## src/rtl/alu_arbiter_if.sv

```systemverilog
// rtl/alu_arbiter_if.sv - request/response and ALU operand bundle for alu_arbiter
interface alu_arbiter_if #(
  parameter int NUM_REQ = 2,
  parameter int DATA_W  = 32
);
  localparam int ID_W = (NUM_REQ > 1) ? $clog2(NUM_REQ) : 1;

  logic [NUM_REQ-1:0]        req_valid;
  logic [NUM_REQ-1:0]        req_ready;
  logic [NUM_REQ*DATA_W-1:0] req_a;
  logic [NUM_REQ*DATA_W-1:0] req_b;
  logic [NUM_REQ*2-1:0]      req_op;
  logic [NUM_REQ-1:0]        resp_valid;
  logic [NUM_REQ-1:0]        resp_ready;
  logic [DATA_W-1:0]         resp_result;
  logic                      resp_err;
  logic [DATA_W-1:0]         alu_a;
  logic [DATA_W-1:0]         alu_b;
  logic [1:0]                alu_op;
  logic [DATA_W-1:0]         alu_result;
  logic                      busy;
  logic [ID_W-1:0]           grant_id;

  modport slave (
    input  req_valid, req_a, req_b, req_op, resp_ready, alu_result,
    output req_ready, resp_valid, resp_result, resp_err, alu_a, alu_b, alu_op, busy, grant_id
  );

  modport master (
    output req_valid, req_a, req_b, req_op, resp_ready, alu_result,
    input  req_ready, resp_valid, resp_result, resp_err, alu_a, alu_b, alu_op, busy, grant_id
  );
endinterface

```

## src/rtl/alu_arbiter.sv

```systemverilog
// rtl/alu_arbiter.sv - round-robin arbiter/sequencer sharing one ALU; optional ALU_DIV_GUARD_EN
module alu_arbiter #(
  parameter int NUM_REQ = 2,
  parameter int DATA_W  = 32,
  parameter int ALU_LAT = 1
) (
  input  logic          clk,
  input  logic          rst_n,
  alu_arbiter_if.slave  io_bus
);
  localparam int ID_W  = (NUM_REQ > 1) ? $clog2(NUM_REQ) : 1;
  localparam int CNT_W = 3;

  typedef enum logic [1:0] {IDLE = 2'd0, EXEC = 2'd1, RESP = 2'd2} state_t;

  state_t              r_state, w_state_nxt;
  logic [ID_W-1:0]     r_rr_ptr, r_grant, w_sel_idx, w_probe;
  logic [CNT_W-1:0]    r_cnt;
  logic [NUM_REQ-1:0]  r_resp_valid, w_req_ready;
  logic [DATA_W-1:0]   r_alu_a, r_alu_b, r_resp_result, w_sel_a, w_sel_b;
  logic [1:0]          r_alu_op, w_sel_op;
  logic                w_sel_found, w_accept, w_exec_done, w_resp_done, w_div0;

  // Descending scan so the requester closest to rr_ptr is written last and wins.
  always_comb begin
    w_sel_found = 1'b0;
    w_sel_idx   = '0;
    w_probe     = '0;
    for (int k = NUM_REQ - 1; k >= 0; k--) begin
      w_probe = ID_W'((int'(r_rr_ptr) + k) % NUM_REQ);
      if (io_bus.req_valid[w_probe]) begin
        w_sel_found = 1'b1;
        w_sel_idx   = w_probe;
      end
    end
  end

  assign w_sel_a     = io_bus.req_a[int'(w_sel_idx)*DATA_W +: DATA_W];
  assign w_sel_b     = io_bus.req_b[int'(w_sel_idx)*DATA_W +: DATA_W];
  assign w_sel_op    = io_bus.req_op[int'(w_sel_idx)*2 +: 2];
  assign w_accept    = (r_state == IDLE) && w_sel_found;
  assign w_exec_done = (r_state == EXEC) && (r_cnt == CNT_W'(ALU_LAT - 1));
  assign w_resp_done = (r_state == RESP) && io_bus.resp_ready[r_grant];
  // Gated by rst_n so req_ready drops with reset even though it is combinational.
  assign w_req_ready = (rst_n && w_accept) ? (NUM_REQ'(1) << w_sel_idx) : '0;

`ifdef ALU_DIV_GUARD_EN
  logic r_resp_err;
  assign w_div0 = (w_sel_op == 2'd3) && (w_sel_b == '0);

  always_ff @(posedge clk or negedge rst_n) begin
    if (!rst_n) begin
      r_resp_err <= 1'b0;
    end else if (w_accept && w_div0) begin
      r_resp_err <= 1'b1;
    end else if (w_exec_done) begin
      r_resp_err <= 1'b0;
    end
  end

  assign io_bus.resp_err = r_resp_err;
`else
  assign w_div0          = 1'b0;
  assign io_bus.resp_err = 1'b0;
`endif

  always_ff @(posedge clk or negedge rst_n) begin
    if (!rst_n) begin
      r_state <= IDLE;
    end else begin
      r_state <= w_state_nxt;
    end
  end

  always_comb begin
    w_state_nxt = r_state;
    case (r_state)
      IDLE:    if (w_accept) w_state_nxt = w_div0 ? RESP : EXEC;
      EXEC:    if (w_exec_done) w_state_nxt = RESP;
      RESP:    if (w_resp_done) w_state_nxt = IDLE;
      default: w_state_nxt = IDLE;
    endcase
  end

  always_ff @(posedge clk or negedge rst_n) begin
    if (!rst_n) begin
      r_alu_a       <= '0;
      r_alu_b       <= '0;
      r_alu_op      <= '0;
      r_grant       <= '0;
      r_rr_ptr      <= '0;
      r_cnt         <= '0;
      r_resp_valid  <= '0;
      r_resp_result <= '0;
    end else begin
      if (w_accept) begin
        r_alu_a  <= w_sel_a;
        r_alu_b  <= w_sel_b;
        r_alu_op <= w_sel_op;
        r_grant  <= w_sel_idx;
        r_rr_ptr <= (w_sel_idx == ID_W'(NUM_REQ - 1)) ? '0 : w_sel_idx + 1'b1;
        r_cnt    <= '0;
        if (w_div0) begin
          r_resp_result <= '1;
          r_resp_valid  <= NUM_REQ'(1) << w_sel_idx;
        end
      end
      if (r_state == EXEC) begin
        r_cnt <= r_cnt + 1'b1;
      end
      if (w_exec_done) begin
        r_resp_result <= io_bus.alu_result;
        r_resp_valid  <= NUM_REQ'(1) << r_grant;
      end
      if (w_resp_done) begin
        r_resp_valid <= '0;
      end
    end
  end

  assign io_bus.req_ready   = w_req_ready;
  assign io_bus.resp_valid  = r_resp_valid;
  assign io_bus.resp_result = r_resp_result;
  assign io_bus.alu_a       = r_alu_a;
  assign io_bus.alu_b       = r_alu_b;
  assign io_bus.alu_op      = r_alu_op;
  assign io_bus.busy        = (r_state != IDLE);
  assign io_bus.grant_id    = r_grant;
endmodule

```

## src/flat_wrapper.sv

```systemverilog
// flat-port wrapper written by rule: the top's interface ports become plain ports
module alu_arbiter_flat 
#(
  parameter int NUM_REQ = 2,
  parameter int DATA_W  = 32,
  parameter int ALU_LAT = 1
)
  (clk, rst_n, io_bus_req_valid, io_bus_req_a, io_bus_req_b, io_bus_req_op, io_bus_resp_ready, io_bus_alu_result, io_bus_req_ready, io_bus_resp_valid, io_bus_resp_result, io_bus_resp_err, io_bus_alu_a, io_bus_alu_b, io_bus_alu_op, io_bus_busy, io_bus_grant_id);
  alu_arbiter_if #(.NUM_REQ(NUM_REQ), .DATA_W(DATA_W)) io_bus_i ();
  input  logic clk;
  input  logic rst_n;
  input wire logic [$bits(io_bus_i.req_valid)-1:0] io_bus_req_valid;
  input wire logic [$bits(io_bus_i.req_a)-1:0] io_bus_req_a;
  input wire logic [$bits(io_bus_i.req_b)-1:0] io_bus_req_b;
  input wire logic [$bits(io_bus_i.req_op)-1:0] io_bus_req_op;
  input wire logic [$bits(io_bus_i.resp_ready)-1:0] io_bus_resp_ready;
  input wire logic [$bits(io_bus_i.alu_result)-1:0] io_bus_alu_result;
  output wire logic [$bits(io_bus_i.req_ready)-1:0] io_bus_req_ready;
  output wire logic [$bits(io_bus_i.resp_valid)-1:0] io_bus_resp_valid;
  output wire logic [$bits(io_bus_i.resp_result)-1:0] io_bus_resp_result;
  output wire logic [$bits(io_bus_i.resp_err)-1:0] io_bus_resp_err;
  output wire logic [$bits(io_bus_i.alu_a)-1:0] io_bus_alu_a;
  output wire logic [$bits(io_bus_i.alu_b)-1:0] io_bus_alu_b;
  output wire logic [$bits(io_bus_i.alu_op)-1:0] io_bus_alu_op;
  output wire logic [$bits(io_bus_i.busy)-1:0] io_bus_busy;
  output wire logic [$bits(io_bus_i.grant_id)-1:0] io_bus_grant_id;
  assign io_bus_i.req_valid = io_bus_req_valid;
  assign io_bus_i.req_a = io_bus_req_a;
  assign io_bus_i.req_b = io_bus_req_b;
  assign io_bus_i.req_op = io_bus_req_op;
  assign io_bus_i.resp_ready = io_bus_resp_ready;
  assign io_bus_i.alu_result = io_bus_alu_result;
  assign io_bus_req_ready = io_bus_i.req_ready;
  assign io_bus_resp_valid = io_bus_i.resp_valid;
  assign io_bus_resp_result = io_bus_i.resp_result;
  assign io_bus_resp_err = io_bus_i.resp_err;
  assign io_bus_alu_a = io_bus_i.alu_a;
  assign io_bus_alu_b = io_bus_i.alu_b;
  assign io_bus_alu_op = io_bus_i.alu_op;
  assign io_bus_busy = io_bus_i.busy;
  assign io_bus_grant_id = io_bus_i.grant_id;
  alu_arbiter #(.NUM_REQ(NUM_REQ), .DATA_W(DATA_W), .ALU_LAT(ALU_LAT)) u_core (.clk(clk), .rst_n(rst_n), .io_bus(io_bus_i));
endmodule
```

## config.mk

```make
export PLATFORM = sky130hd
export DESIGN_NAME = alu_arbiter_flat
export DESIGN_NICKNAME = d
export VERILOG_FILES = /design/src/rtl/alu_arbiter_if.sv /design/src/rtl/alu_arbiter.sv /design/src/flat_wrapper.sv
export SDC_FILE = /design/constraint.sdc
export NUM_CORES = 1
export LEC_CHECK = 0
export ABC_AREA = 1
export BUFFER_PORTS_ARGS = -buffer_cell sky130_fd_sc_hd__buf_2
export CAP_MARGIN = 40
export CELL_PAD_IN_SITES_DETAIL_PLACEMENT = 2
export CELL_PAD_IN_SITES_GLOBAL_PLACEMENT = 2
export CORE_UTILIZATION = 25
export CTS_CLUSTER_DIAMETER = 40
export CTS_CLUSTER_SIZE = 10
export DETAILED_ROUTE_END_ITERATION = 12
export HOLD_SLACK_MARGIN = 0.02
export PLACE_DENSITY_LB_ADDON = 0.1
export SLEW_MARGIN = 20
export SYNTH_ARGS = -nofsm -noshare
export SYNTH_HDL_FRONTEND = slang
export SYNTH_SLANG_ARGS = --single-unit
```

## constraint.sdc

```tcl
create_clock -name clk -period 2.45 [get_ports clk]
set_input_delay 0.1225 -clock clk [delete_from_list [all_inputs] [get_ports clk]]
set_output_delay 0.1225 -clock clk [all_outputs]
set_load 0.02 [all_outputs]
```

==> flow_summary.ini <==
[setup_path]
worstSetupStartpointType = flop
slowest_stage = dfrtp_1
r2r_slack_ps = 810
path_cells = inv_1 > nand2_2 > nand2_2 > buf_4 > nand2_1 > nor2_1 > buf_2
required_ps = 2330
crit_top_cell = nand2_2
crit_arrival_ps = 1820
worstPathMaxFanout = 23
critPathKind = reg -> out
endpoint_kind = primary output
max_stage_delay_ps = 360
cp_top_family = buffers and inverters
cp_num_buf_inv = 3

[routing]
wl_per_cell_um = 18.33
dr.first_iter.drc_count = 173
via_per_inst = 4.834
drt_first_pass_iters = 4
vias = 5661
drc_errors = 0
totalWireLength_um = 21460
ant_nets = 0

[outcome]
outcome = finished, final reports clean

[synthesis]
avgSynthCellArea_um2 = 8.509
syn_area_um2 = 4876
synthFlopType = dfrtp_1
synth-edff-count = 0
ys_seq_area_share_pct = 54.91
yosys_warnings = 0
synthDistinctLibCells = 19
synth-seq-cells = 107
synthArstFlopShare_pct = 100.0
syn_nets = 745
postSynthCellCount = 573

[timing]
final.setup.tns_ps = 0
rsz0062_at_grt = no
tightest_slew_ps = 634.6
fmax_mhz = 513.5
fin_skew_ps = 12.31
slew_violations = 0
finalSetupViolCount = 0
finalCritPeriodShare_pct = 79.48
fin_crit_ps = 1947
hold_viol_final = 0
layout_setup_ws_ps = 502.6
slew_headroom_pct = 57.70

[die]
core_area_um2 = 18890
dieArea_um2 = 20070
start_util_pct = 25.81
die_x_um = 141.7
pin_count = 275
die_y_um = 141.7
rows = 50

[clock_tree]
clk_latency_ps = 350
h-tree-depth = 3
postCtsSetupBuffers = 0
clk_pin_slew_ps = 80
cts_buffers = 9
cts-root-buf = clkbuf_16
cts.path.max_buffers = 2
cts_tree = built
cts_sinks = 107

[grt]
grt_max_degree = 108
grt.overflow.total = 0
grt_pass1_wl_um = 33450
grt.total_usage_pct = 21.40
antenna_found_initial = 0
grt_pass1_vias = 6362

[pwr]
ir_worst_vdd_uv = 470.7
p_per_area_nw_per_um2 = 1278
p_leak_nw = 4.006
power_mw = 9.776

[place]
gp_congestion = 0.7562
dp_hpwl_um = 14000
place_ws_ps = 652.5
io_buffers = 273

[cells_and_area]
finish.utilization_pct = 40.48
fin_nets = 1077
final_common_cell = buf_2
drive_above_1_share_pct = 34.51
syn2layout_area_growth_pct = 56.84
mostFrequentLayoutCells = buf_2 (272), nand2_1 (183), nand3_1 (137)

[worst_hold_path]
hold_path.class = in -> reg

[flow_run]
drv_cap = 0
-- per-layer routing --
metal | track usage (%) | vias to the layer above | share of wire [%]
li1 | - | 2620 | -
met1 | 24.47 | 2804 | 42
met2 | 38.81 | 202 | 50
met3 | 4.624 | 35 | 5.7
met4 | 8.206 | 0 | 2.5
met5 | 0 | - | 0
-- worst register-to-register path, cell delays in order, from the launching register on --
cell	delay, ps
dfrtp_1	320
inv_1	60
nand2_2	240
buf_4	580
nand4_1	240
nand3_1	150
-- area by class of cell --
class | count | area [µm²]
fill | 2171 | 11250
sequential | 107 | 2678
timing repair buffer | 371 | 2355
multi-input combinational | 407 | 1933
tap | 260 | 325.3
clock buffer | 12 | 246.5
clock inverter | 4 | 73.82
inverter | 9 | 33.78
antenna | 1 | 2.502
-- registers in the layout (all words and copies together) (netlist names) --
name,flops
u_core.io_bus.alu_a,32
u_core.io_bus.alu_b,32
u_core.io_bus.alu_op,2
u_core.io_bus.grant_id,1
u_core.io_bus.resp_result,32
u_core.io_bus.resp_valid,2
u_core.r_cnt,3
u_core.r_rr_ptr,1
u_core.r_state,2
-- logic make-up (layout without fill, tap and decap cells) --
kind of cell / after synthesis / count (layout) / share of synthesized area (%)
and+or+nand+nor: 400 / 400 / 38.21
other: 1 / 2 / 0.07691
AOI/OAI and AO/OA: 4 / 4 / 0.4875
DFF: 107 / 107 / 54.91
buffers and inverters: 59 / 396 / 5.800
adders and majority gates: 2 / 2 / 0.5131
-- final timing paths --
kind | startpoint | to | cells past startpoint
max in group asynchronous | rst_n | u_core.io_bus.resp_valid[1]$_DFFE_PN0P_ | 3
min reg2reg | u_core.io_bus.resp_result[28]$_DFFE_PN0P_ | u_core.io_bus.resp_result[28]$_DFFE_PN0P_ | 2
max reg2reg | u_core.r_rr_ptr$_DFFE_PN0P_ | u_core.io_bus.alu_a[2]$_DFFE_PN0P_ | 5
max | u_core.r_rr_ptr$_DFFE_PN0P_ | io_bus_req_ready[0] | 7
min in group asynchronous | rst_n | u_core.io_bus.alu_b[8]$_DFFE_PN0P_ | 3
min | io_bus_req_b[24] | u_core.io_bus.alu_b[24]$_DFFE_PN0P_ | 3
-- what timing repair did --
action / 4_1_cts / 5_1_grt
gates resized for setup: 0 / 0
hold endpoints to repair: 188 / 0
hold buffers: 82 / 0
-- report_power, final --
group          leakage, nW  internal [mW]  switching, mW
Combinational         2.54           1.62           3.41
Sequential            1.31           2.65          0.488
Clock                0.157          0.927          0.677
-- per-stage QoR --
stage	area, µm²	hold WS (ps)	instances
after floorplan	4876	-173.1	573
after global placement	6476	313.5	1071
after detailed placement	6504	306.8	1072
after CTS	7645	20.16	1170
after global routing	7645	34.80	1170
final	7647	29.70	1171
-- synthesized netlist by cell type, types with 2 or more instances --
cell | number | area share [%]
inv_2 | 2 | 0.15
o21ai_1 | 3 | 0.31
nor2_2 | 3 | 0.38
buf_2 | 31 | 3.2
inv_1 | 7 | 0.54
dfrtp_1 | 107 | 55
buf_1 | 4 | 0.31
buf_4 | 4 | 0.62
nor2_4 | 2 | 0.46
nand2_1 | 185 | 14
nor2_1 | 6 | 0.46
ha_1 | 2 | 0.51
clkbuf_1 | 10 | 0.77
nand3_1 | 137 | 14
nand4_1 | 66 | 8.5
(Power assumes the default switching activity.)
